### src/rtl/tdm_demux4_if.sv
// Bus bundle for the 4-slot TDM demultiplexer: serial sample input side and
// the parallel word / slot status outputs.
interface tdm_demux4_if #(
  parameter int WIDTH = 4
);
  logic             din;
  logic             din_valid;
  logic             frame_sync;
  logic [WIDTH-1:0] ch0;
  logic [WIDTH-1:0] ch1;
  logic [WIDTH-1:0] ch2;
  logic [WIDTH-1:0] ch3;
  logic             out_valid;
  logic [1:0]       sel;
  logic [3:0]       sel_onehot;
  logic             locked;
  logic             sync_err;

  modport master (
    output din, din_valid, frame_sync,
    input  ch0, ch1, ch2, ch3, out_valid, sel, sel_onehot, locked, sync_err
  );

  modport slave (
    input  din, din_valid, frame_sync,
    output ch0, ch1, ch2, ch3, out_valid, sel, sel_onehot, locked, sync_err
  );
endinterface

### src/rtl/tdm_demux4.sv
// Serial TDM stream to four parallel channel words; slots rotate 0..3 and each
// channel collects one bit per frame, MSB first.
module tdm_demux4 #(
  parameter int WIDTH = 4
) (
  input logic          clk,
  input logic          reset,
  tdm_demux4_if.slave  bus
);
  // state | meaning
  // HUNT  | waiting for a frame_sync-qualified sample to start slot 0
  // RUN   | aligned; sel tracks the slot expected for the next sample
  typedef enum logic {
    HUNT = 1'b0,
    RUN  = 1'b1
  } state_t;

  localparam int CW = $clog2(WIDTH);

  state_t           state_q, state_d;
  logic [1:0]       sel_q, sel_d;
  logic [CW-1:0]    cnt_q, cnt_d;
  logic [WIDTH-1:0] sr_q [4];
  logic [WIDTH-1:0] sr_d [4];
  logic [WIDTH-1:0] ch_q [4];
  logic [WIDTH-1:0] ch_d [4];
  logic             out_valid_q, out_valid_d;
  logic             sync_err_q, sync_err_d;
  logic [3:0]       onehot_q, onehot_d;
  logic [WIDTH-1:0] shifted;
  logic [WIDTH-1:0] first_bit;

  always_comb begin
    state_d     = state_q;
    sel_d       = sel_q;
    cnt_d       = cnt_q;
    sr_d        = sr_q;
    ch_d        = ch_q;
    out_valid_d = 1'b0;
    sync_err_d  = 1'b0;
    shifted     = {sr_q[sel_q][WIDTH-2:0], bus.din};
    first_bit   = {{(WIDTH-1){1'b0}}, bus.din};

    if (bus.din_valid) begin
      case (state_q)
        HUNT: begin
          if (bus.frame_sync) begin
            for (int k = 0; k < 4; k++) sr_d[k] = '0;
            sr_d[0] = first_bit;
            cnt_d   = '0;
            sel_d   = 2'd1;
            state_d = RUN;
          end
        end
        RUN: begin
          if ((sel_q != 2'd0) && bus.frame_sync) begin
            // Early sync: realign on this sample as slot 0 of a fresh word.
            sync_err_d = 1'b1;
            for (int k = 0; k < 4; k++) sr_d[k] = '0;
            sr_d[0] = first_bit;
            cnt_d   = '0;
            sel_d   = 2'd1;
          end else if ((sel_q == 2'd0) && !bus.frame_sync) begin
            sync_err_d = 1'b1;
            for (int k = 0; k < 4; k++) sr_d[k] = '0;
            cnt_d   = '0;
            sel_d   = 2'd0;
            state_d = HUNT;
          end else begin
            sr_d[sel_q] = shifted;
            sel_d       = sel_q + 2'd1;
            if (sel_q == 2'd3) begin
              if (cnt_q == CW'(WIDTH - 1)) begin
                ch_d[0]     = sr_q[0];
                ch_d[1]     = sr_q[1];
                ch_d[2]     = sr_q[2];
                ch_d[3]     = shifted;
                out_valid_d = 1'b1;
                cnt_d       = '0;
                for (int k = 0; k < 4; k++) sr_d[k] = '0;
              end else begin
                cnt_d = cnt_q + CW'(1);
              end
            end
          end
        end
        default: state_d = HUNT;
      endcase
    end

    onehot_d = (state_d == RUN) ? (4'b0001 << sel_d) : 4'b0000;
  end

  always_ff @(posedge clk) begin
    if (reset) begin
      state_q     <= HUNT;
      sel_q       <= 2'd0;
      cnt_q       <= '0;
      out_valid_q <= 1'b0;
      sync_err_q  <= 1'b0;
      onehot_q    <= 4'b0000;
      for (int k = 0; k < 4; k++) begin
        sr_q[k] <= '0;
        ch_q[k] <= '0;
      end
    end else begin
      state_q     <= state_d;
      sel_q       <= sel_d;
      cnt_q       <= cnt_d;
      out_valid_q <= out_valid_d;
      sync_err_q  <= sync_err_d;
      onehot_q    <= onehot_d;
      for (int k = 0; k < 4; k++) begin
        sr_q[k] <= sr_d[k];
        ch_q[k] <= ch_d[k];
      end
    end
  end

  assign bus.ch0        = ch_q[0];
  assign bus.ch1        = ch_q[1];
  assign bus.ch2        = ch_q[2];
  assign bus.ch3        = ch_q[3];
  assign bus.out_valid  = out_valid_q;
  assign bus.sync_err   = sync_err_q;
  assign bus.sel        = sel_q;
  assign bus.sel_onehot = onehot_q;
  assign bus.locked     = (state_q == RUN);
endmodule

### src/flat_wrapper.sv
// flat-port wrapper written by rule: the top's interface ports become plain ports
module tdm_demux4_flat 
#(
  parameter int WIDTH = 4
)
  (clk, reset, bus_din, bus_din_valid, bus_frame_sync, bus_ch0, bus_ch1, bus_ch2, bus_ch3, bus_out_valid, bus_sel, bus_sel_onehot, bus_locked, bus_sync_err);
  tdm_demux4_if #(.WIDTH(WIDTH)) bus_i ();
  input logic clk;
  input logic reset;
  input wire logic [$bits(bus_i.din)-1:0] bus_din;
  input wire logic [$bits(bus_i.din_valid)-1:0] bus_din_valid;
  input wire logic [$bits(bus_i.frame_sync)-1:0] bus_frame_sync;
  output wire logic [$bits(bus_i.ch0)-1:0] bus_ch0;
  output wire logic [$bits(bus_i.ch1)-1:0] bus_ch1;
  output wire logic [$bits(bus_i.ch2)-1:0] bus_ch2;
  output wire logic [$bits(bus_i.ch3)-1:0] bus_ch3;
  output wire logic [$bits(bus_i.out_valid)-1:0] bus_out_valid;
  output wire logic [$bits(bus_i.sel)-1:0] bus_sel;
  output wire logic [$bits(bus_i.sel_onehot)-1:0] bus_sel_onehot;
  output wire logic [$bits(bus_i.locked)-1:0] bus_locked;
  output wire logic [$bits(bus_i.sync_err)-1:0] bus_sync_err;
  assign bus_i.din = bus_din;
  assign bus_i.din_valid = bus_din_valid;
  assign bus_i.frame_sync = bus_frame_sync;
  assign bus_ch0 = bus_i.ch0;
  assign bus_ch1 = bus_i.ch1;
  assign bus_ch2 = bus_i.ch2;
  assign bus_ch3 = bus_i.ch3;
  assign bus_out_valid = bus_i.out_valid;
  assign bus_sel = bus_i.sel;
  assign bus_sel_onehot = bus_i.sel_onehot;
  assign bus_locked = bus_i.locked;
  assign bus_sync_err = bus_i.sync_err;
  tdm_demux4 #(.WIDTH(WIDTH)) u_core (.clk(clk), .reset(reset), .bus(bus_i));
endmodule
### config.mk
export PLATFORM = sky130hd
export DESIGN_NAME = tdm_demux4_flat
export DESIGN_NICKNAME = d
export VERILOG_FILES = /design/src/rtl/tdm_demux4_if.sv /design/src/rtl/tdm_demux4.sv /design/src/flat_wrapper.sv
export SDC_FILE = /design/constraint.sdc
export NUM_CORES = 1
export LEC_CHECK = 0
export ABC_AREA = 1
export CORE_MARGIN = 2
export CORE_UTILIZATION = 57
export CTS_CLUSTER_SIZE = 25
export DETAILED_ROUTE_END_ITERATION = 10
export PLACE_DENSITY_LB_ADDON = 0.08
export RECOVER_POWER = 50
export SETUP_SLACK_MARGIN = 0.1
export SLEW_MARGIN = 20
export SYNTH_ARGS = -nofsm -noshare
export SYNTH_HDL_FRONTEND = slang
export SYNTH_SLANG_ARGS = --single-unit
### constraint.sdc
create_clock -name clk -period 3 [get_ports clk]
set_input_delay 0.45 -clock clk [delete_from_list [all_inputs] [get_ports clk]]
set_output_delay 0.45 -clock clk [all_outputs]
set_load 0.05 [all_outputs]
==> impl_metrics.ini <==
[outcome]
run_status = complete, no violations

[logic_synthesis]
post_synth_main_area_contributors = dfxtp_1 (44%), nand2_1 (14%), nor2_1 (11%)
postSynthCellCount = 265
avgSynthCellArea_sq_um = 7.17
yosysWarnings = 0
synth_sequential_area_ratio = 0.443
synth_seq_cells = 42
synth_async_sr_flop_share = 0
synth-edff-count = 0
syn-cell-area_sq_mm = 0.00190
synth.largest_area_cell = dfxtp_1
synth_top_cell_area_share = 0.443
post_synth_num_cell_types = 24
synthesis.nets = 278
synthFlopType = dfxtp_1

[final_layout]
area_delta_synth_final_pct = 19.3
layout-drive-gt1-share = 0.0644
nFillCells = 293
nets_finish = 307
antenna_cells = 0
layout.area.seq_sq_um = 841
multi_input_comb_area_sq_um = 933

[clock_network]
ctsHtreeMaxLevel = 2
cts_resized = 0
tritoncts.num_buffers = 5
max-clock-path-buffers = 2
clock_insertion_delay_worst_skew_ns = 0.37
cts_root_buffer = clkbuf_4
clock_sinks = 42
cts_hold_buffers = 0
clock_tree_from_tritoncts = built
cts_setup_buffers = 0
cts.clk_slew.worst_paths_ns = 0.12

[worst_setup_path]
path_cells = clkdlybuf4s50_1
top_family_by_delay_on_critical_path = buffers and inverters
reg_to_reg_startpoint = u_core.bus.sel[0]
critical_path.startpoint_type = flop
critical_path.reg2reg.endpoint = u_core.sr_q[5]
cp.arrival_ns = 1.84
timing.critical_path.to_type = primary output
critical_path.slowest_cell = clkdlybuf4s50_1
required_ns = 2.55
max_stage_delay_ns = 0.88
cp-startpoint = u_core.bus.sel[0]
reg2reg_depth = 9
critical_path_depth = 1
cp_max_fo = 12
r2r_setup_slack_ns = 0.75
critPathKind = reg -> out
crit_end = bus_sel[0]
worstPathBufferInverterCount = 1

[sta]
final_critical_path_setup_slack_ns = 0.706
maxClockFrequency_mhz = 436
min_period_over_period = 0.765
timing.setup.tns_ns = 0
setup_viol_count_final = 0
final_period_minus_worst_setup_slack_ns = 2.29
finalMaxSlewViolations = 0
relSlewSlack = 0.282
timing_worst_slew_pin_value_ns = 1.07
timing.clock.skew_ns = 0.00944
unrepaired_setup_endpoints_after_global_routing = no
hold_viol_final = 0

[detailed_routing]
detail_route.first_pass.iterations = 4
route.detailed.drc = 0
num_vias = 1763
wire_per_inst_um = 11.8
drt_first_iter_violations = 59
ant_nets = 0
routed_wirelength_um = 4000
drt-vias-per-instance = 5.20

[die]
design.die.area_sq_mm = 0.00381
die_width_um = 61.7
top_level_ports = 30
die_y_um = 61.7
core_sq_mm = 0.00310
floorplan.rows = 20
initial_core_util = 0.612

[placed_design]
dpl_worst_slack_ns = 0.591
dp.final_hpwl_um = 2810
place.port_buffers = 29
gp_congestion = 0.828

[global_routing]
grt_max_degree = 22
number_of_antenna_violations_at_the_first_check_in_global_routing = 0
number_of_global_route_vias_before_repair = 1467
grt_pass1_wl_um = 6580
grt_overflow = 0
track_usage = 0.238

[run]
max_cap_violations = 0

[power_and_ir_drop]
cellPowerDensity_mw_per_mm2 = 431
total_power_mw = 0.977
leakagePower_nw = 1.03
power.ir.vdd_worst_uv = 354

[min_path]
hold_start = u_core.sr_q[1]
hold_path_class = reg -> reg
-- layout by cell type, fill, tap and decap left out, drive strengths merged --
cell type | netlist | final
ha | 8 | 8
clkdlybuf4s50 | 0 | 6
nor3 | 2 | 2
dfxtp | 42 | 42
a21oi | 24 | 24
dlygate4sd3 | 0 | 23
inv | 16 | 16
nor3b | 1 | 1
o21ai | 21 | 21
a21boi | 1 | 1
clkinv | 0 | 1
nor2 | 59 | 59
clkinvlp | 0 | 1
o211ai | 1 | 1
a31oi | 1 | 1
clkbuf | 4 | 6
nand3 | 8 | 8
buf | 6 | 3
nand2 | 70 | 70
nand4 | 1 | 1
-- cell families after synthesis --
| kind of cell | count (synthesis) | synth area share |
|---|---|---|
| simple gates | 141 | 0.300 |
| compound gates | 48 | 0.140 |
| flops | 42 | 0.443 |
| buf+inv | 26 | 0.0645 |
| fa+ha+maj | 8 | 0.0527 |
-- metrics by stage --
stage / hold slack (ns) / cell area, sq um / instances / utilization
CTS: 0.479 / 2270 / 339 / 0.731
global route: 0.504 / 2270 / 339 / 0.730
finish: 0.482 / 2270 / 339 / 0.730
floorplan: 0.440 / 1900 / 265 / -
global placement: 0.452 / 2200 / 331 / 0.710
detailed placement: 0.459 / 2200 / 331 / 0.710
-- report_power, final --
| group | internal, mW | switching [mW] | total, mW | leakage (nW) |
|---|---|---|---|---|
| Sequential | 0.564 | 0.00880 | 0.573 | 0.339 |
| Combinational | 0.0320 | 0.0705 | 0.102 | 0.659 |
| Clock | 0.113 | 0.189 | 0.302 | 0.0343 |
-- worst min-delay path by stage --
stage | endpoint | depth (start not counted)
2_1_floorplan | u_core.sr_q[1] | 2
3_3_place_gp | u_core.sr_q[0] | 2
3_5_place_dp | u_core.sr_q[2] | 2
4_1_cts | u_core.sr_q[2] | 2
5_1_grt | u_core.cnt_q[1] | 2
6_report | u_core.sr_q[1] | 2
-- synth_stat cells (3+ instances only) --
cell and number:
nand2_1 69, nor2_1 58, dfxtp_1 42, a21oi_1 20, inv_1 15, o21ai_0 10
o21ai_1 10, ha_1 8, nand3_1 8, a21oi_2 4, clkbuf_1 4, buf_6 3
-- registers in the layout, indices dropped and copies added, names as in the netlist --
signal                 flops
u_core.bus.sel_onehot      4
u_core.bus.ch1             4
u_core.bus.ch2             4
u_core.bus.ch0             4
u_core.sr_q               15
u_core.bus.out_valid       1
u_core.cnt_q               2
u_core.bus.ch3             4
u_core.bus.sync_err        1
u_core.bus.sel             2
u_core.bus.locked          1
-- cell type report --
type	count	area share
Clock buffer	6	0.0226
Clock inverter	2	0.00552
Inverter	16	0.0265
Multi-Input combinational cell	197	0.412
Sequential cell	42	0.371
Tap cell	44	0.0243
Timing Repair Buffer	32	0.138
-- metal layers --
| metal | up-vias | GRT usage | share of wire |
|---|---|---|---|
| li1 | 904 | - | - |
| met1 | 800 | 0.322 | 0.47 |
| met2 | 51 | 0.359 | 0.46 |
| met3 | 8 | 0.0704 | 0.060 |
| met4 | 0 | 0.0973 | 0.016 |
| met5 | - | 0 | 0 |
(Power assumes the default switching activity.)
==> patch 1 (same settings) <==
`WIDTH` is set to 4 in 3 places; all go to 16.
--- a/src/rtl/tdm_demux4_if.sv
+++ b/src/rtl/tdm_demux4_if.sv
@@ -2,5 +2,5 @@
 // the parallel word / slot status outputs.
 interface tdm_demux4_if #(
-  parameter int WIDTH = 4
+  parameter int WIDTH = 16
 );
   logic             din;
--- a/src/rtl/tdm_demux4.sv
+++ b/src/rtl/tdm_demux4.sv
@@ -2,5 +2,5 @@
 // channel collects one bit per frame, MSB first.
 module tdm_demux4 #(
-  parameter int WIDTH = 4
+  parameter int WIDTH = 16
 ) (
   input logic          clk,
--- a/src/flat_wrapper.sv
+++ b/src/flat_wrapper.sv
@@ -2,5 +2,5 @@
 module tdm_demux4_flat 
 #(
-  parameter int WIDTH = 4
+  parameter int WIDTH = 16
 )
   (clk, reset, bus_din, bus_din_valid, bus_frame_sync, bus_ch0, bus_ch1, bus_ch2, bus_ch3, bus_out_valid, bus_sel, bus_sel_onehot, bus_locked, bus_sync_err);
Ports: changed (resized bus_ch0, bus_ch1, bus_ch2 and bus_ch3); port bits go from 30 to 78. The function was not compared with the original's and may differ.
==> patch 1 against the original RTL <==
  * Design area rose to 3.5 times the old value
  * Clock power rose to 7.0 times the old value
  * Setup slack worse by 240 ps
  * Non-clock buffer count up 59
  * Sequential cell count up 98
  * Register-to-register slack worse by 90 ps
  * Synthesized area rose to 3.5 times the old value
  * Critical path depth up 7
  * Total power rose to 4.4 times the old value
  * Critical endpoint is now u_core.sr_q[9]
  * Final cell count rose to 3.1 times the old value
  * Fmax down 9.6%
  * Largest power group is now clock
  * Via count rose to 3.3 times the old value
  * Routed wire length rose to 4.2 times the old value
  * Global-route usage up 4.2 points
==> patch 1: results (changes against the original RTL) <==
metric	value	unit	change
status	finished clean		unchanged
hold_depth	2		unchanged
synthesis.nets	872		was 278
post_cts_buffers	0		unchanged
clockRootBuffer	clkbuf_16		was clkbuf_4
ys_seq_area_frac	0.424		was 0.443
cts_inserted_buffers	17		was 5
largest_reg_flops	63		was 15
path_max_fanout	32		was 12
place_hpwl	11.5	mm	was 2.81 mm
synth.area.top_cells	dfxtp_1, nand2_1, nor2_1		unchanged
io_buffers	77		was 29
grt_pass1_wl	28.1	mm	was 6.58 mm
cts.hold.buffers_added	0		unchanged
synth_cell_types	32		was 24
leakage	0.00312	µW	was 0.00103 µW
finalHoldViolCount	0		unchanged
clk_pin_slew_worst_paths	60	ps	was 120 ps
drt_first_iter_violations	496		was 59
arrival	2790	ps	was 1840 ps
cp-end-kind	flip-flop		was output pin
nets	926		was 307
vias	5905		was 1763
hp-class	reg2reg		unchanged
routed_via_density	5.53		was 5.20
wl	17.0	mm	was 4.00 mm
antenna_cells	0		unchanged
antenna_found_initial	0		unchanged
drt-pass1-iter-count	5		was 4
synth_ff_type	dfxtp_1		unchanged
clk_latency	420	ps	was 370 ps
peakVddDrop	396	µV	was 354 µV
relSlewSlack	0.237		was 0.282
ff2ff_path_depth	7		was 9
async_reset_ff_frac	0		unchanged
top_register	u_core.sr_q		unchanged
placed_cells	1037		was 331
track_usage	0.281		was 0.238
synth.top_cells.by_count	nand2_1, dfxtp_1, nor2_1, o21ai_0, a21oi_1		was nand2_1, nor2_1, dfxtp_1, a21oi_1, inv_1
grt_pass1_vias	5629		was 1467
place_congestion	0.943		was 0.828
drive_above_1_share	0.192		was 0.0644
grt_max_degree	82		was 22
cts.repair.resized	0		unchanged
ys.warnings.count	0		unchanged
htreeDepth	4		was 2
ctsLongestPathBuffers	2		unchanged
netlist_instances	859		was 265
skew	6.78	ps	was 9.44 ps
-- patch 1: cell types whose count changed in the layout (fill, tap and decap cells not counted), sizes merged, moves of 11 or more --
cell         change
clkbuf          +19
dlygate4sd3     +46
a21oi           +60
nand3           +68
nor2            +78
buf             +11
nand2          +147
dfxtp           +98
or2             +42
o21ai           +38
-- patch 1: path summary, 6_finish.rpt --
kind / start / end / slack [ps]
setup / recovery: bus_frame_sync / u_core.sr_q[9] / 460
hold / removal: u_core.sr_q[11] / u_core.sr_q[11] / 460
setup reg to reg: u_core.bus.locked / u_core.sr_q[9] / 660
hold reg to reg: u_core.sr_q[11] / u_core.sr_q[11] / 460
-- patch 1: where the power goes --
group	internal, µW	total [µW]	leakage [µW]	switching [µW]
sequential	1870	1880	0.00113	11.3
combinational	96.8	340	0.00169	244
clock	1360	2110	0.000300	743
-- patch 1: worst max-delay path, cell delays in order --
cell and delay (ps):
dlygate4sd3_1 580, nand2_1 80, inv_1 60, nor2_2 830
buf_4 500, nor3_4 130, nand2_1 80, a21oi_1 60
-- patch 1: metrics by stage --
| step | setup slack [ps] | area [µm²] |
|---|---|---|
| 3_3_place_gp | 624 | 7290 |
| 3_5_place_dp | 541 | 7290 |
| 6_report | 462 | 7850 |
| 5_1_grt | 311 | 7850 |
| 2_1_floorplan | 232 | 6610 |
| 4_1_cts | 663 | 7900 |
-- patch 1: area by class of cell --
type                       count  area [µm²]
inverter                      26         100
sequential                   140        2800
clock buffer                  24         522
fill                         946        3520
clock inverter                 6        82.6
timing repair buffer          91         893
multi-input combinational    637        3270
tap                          143         179
-- patch 1: routing by layer --
| metal | share of wire | global-route usage | routed length, µm | vias up |
|---|---|---|---|---|
| met3 | 0.069 | 0.0501 | 1180 | 34 |
| met1 | 0.44 | 0.364 | 7380 | 2770 |
| li1 | - | - | - | 2893 |
| met2 | 0.47 | 0.463 | 7940 | 208 |
| met5 | 0 | 0 | 0 | - |
| met4 | 0.027 | 0.117 | 466 | 0 |
-- patch 1: logic make-up (layout without fill, tap and decap cells) --
family,after synthesis,after routing,synth area share
fa+ha+maj,8,8,0.0151
flops,140,140,0.424
simple gates,484,484,0.351
compound gates,145,145,0.136
buf+inv,82,147,0.0744
==> patch 2 (config.mk and constraints unchanged) <==
Made on the original files. Reset style: asynchronous (`reset`), changed in one clocked block.
--- a/src/rtl/tdm_demux4.sv
+++ b/src/rtl/tdm_demux4.sv
@@ -92,5 +92,5 @@
   end
 
-  always_ff @(posedge clk) begin
+  always_ff @(posedge clk or posedge reset) begin
     if (reset) begin
       state_q     <= HUNT;
Check against the original RTL: differs if reset is asserted again (counterexample within 4 cycles, from zero or initial values and one cycle with reset high); with reset held inactive, the same outputs for 10 cycles.
==> patch 2 against the original RTL <==
  * Design area grew 3.3%
  * Sequential share of layout area grew 7.8 points
  * Worst hold slack lost 3.3 ps
  * Routed wire length shrank 3.6%
  * Sequential cell count is the same
  * Synthesized area grew 1.2%
  * Setup slack gained 6.5 ps
  * Largest cell class is now sequential cells
Power is not compared: it rests on default switching activity, and its combinational part moved more than twofold at a synthesized area within 25%.
==> patch 2: results (changes against the original RTL) <==
metric	value	unit	change
status	finished clean		unchanged
synth_xor_area_frac	0		unchanged
nets	277		was 307
switching_power	1020	µW	
cts_inserted_buffers	5		unchanged
synth-compound-area-share	0.0872		was 0.140
synth_cell_types	19		was 24
leakage	0.00123	µW	
synth_fa_ha_area_frac	0.0586		was 0.0527
drt-met1-wl	1.89	mm	was 1.87 mm
io_buffers	29		unchanged
place_congestion	0.932		was 0.828
grtUsageMet1	0.325		was 0.322
wl_met3	189	µm	was 239 µm
routedWlPerCell	12.5	µm	was 11.8 µm
antenna_found_initial	0		unchanged
top_register	u_core.sr_q		unchanged
fillers	264		was 293
met3_usage	0.0580		was 0.0704
clk_latency	350	ps	was 370 ps
place_hpwl	2.71	mm	was 2.81 mm
grt_max_degree	43		was 22
vias	1545		was 1763
worstMarginPinSlew	1010	ps	was 1070 ps
met2_usage	0.333		was 0.359
drive_above_1_share	0.0608		was 0.0644
ctsLongestPathBuffers	2		unchanged
p_seq_frac	0.376		
path_max_fanout	20		was 12
arrival	2520	ps	was 1840 ps
synthesis.nets	243		was 278
track_usage	0.226		was 0.238
peakVddDrop	695	µV	
grt_pass1_wl	6.24	mm	was 6.58 mm
skew	2.70	ps	was 9.44 ps
synth.area.mux_share	0		unchanged
largest_reg_flops	15		unchanged
grt_pass1_vias	1395		was 1467
p_per_area	961	mW/mm²	
synth.area.top_cells	dfrtp_1, nand2_1, ha_1		was dfxtp_1, nand2_1, nor2_1
wl_met2	1.71	mm	was 1.82 mm
ys_seq_area_frac	0.547		was 0.443
synth_top_area_frac	0.547		was 0.443
clockRootBuffer	clkbuf_4		unchanged
drt_first_iter_violations	130		was 59
async_reset_ff_frac	1.00		was 0
highest_layer	met4		unchanged
synth.top_cells.by_count	nand2_1, dfrtp_1, nor2_1, inv_1, o21ai_0		was nand2_1, nor2_1, dfxtp_1, a21oi_1, inv_1
[patch 2: cell count changes after synthesis, moves of 6 or more]
cell | before | now
dfrtp_1 | 0 | 42
a21oi_1 | 20 | 1
nor2_1 | 58 | 28
dfxtp_1 | 42 | 0
nand2_1 | 69 | 78
inv_1 | 15 | 21
[patch 2: worst paths after layout]
kind	from	to	slack, ps	depth (start not counted)
setup reg to reg	u_core.bus.sel[0]	u_core.bus.ch3[3]	710	7
min in group asynchronous	reset	u_core.bus.ch2[0]	840	3
hold / removal	u_core.bus.ch2[0]	u_core.bus.ch2[0]	480	2
setup / recovery	u_core.bus.sel[0]	u_core.bus.ch3[3]	710	7
max in group asynchronous	reset	u_core.bus.locked	1550	3
hold reg to reg	u_core.bus.ch2[0]	u_core.bus.ch2[0]	480	2
[patch 2: metrics by stage]
step | area [µm²] | hold slack [ps] | utilization | worst slack (ps) | std cells
2_1_floorplan | 1920 | 444 | - | 800 | 229
3_3_place_gp | 2260 | 457 | 0.690 | 833 | 302
6_report | 2340 | 478 | 0.712 | 713 | 309
3_5_place_dp | 2260 | 458 | 0.690 | 790 | 302
4_1_cts | 2350 | 486 | 0.714 | 708 | 309
5_1_grt | 2340 | 513 | 0.712 | 476 | 309
[patch 2: area by class of cell]
cell class / instances / area, µm² / area share
repair buffers: 31 / 303 / 0.129
multi-input cells: 158 / 753 / 0.322
flip-flops and latches: 42 / 1050 / 0.449
inverters: 25 / 93.8 / 0.0401
well taps: 46 / 57.6 / 0.0246
clock inverters: 1 / 30.0 / 0.0128
clock buffers: 6 / 51.3 / 0.0219
[patch 2: critical path, cell delays in order (launching register included)]
cell,delay (ps)
dfrtp_1,580
inv_1,250
ha_1,310
ha_1,300
nand3_1,100
nor2_2,50
inv_1,440
o21ai_1,140
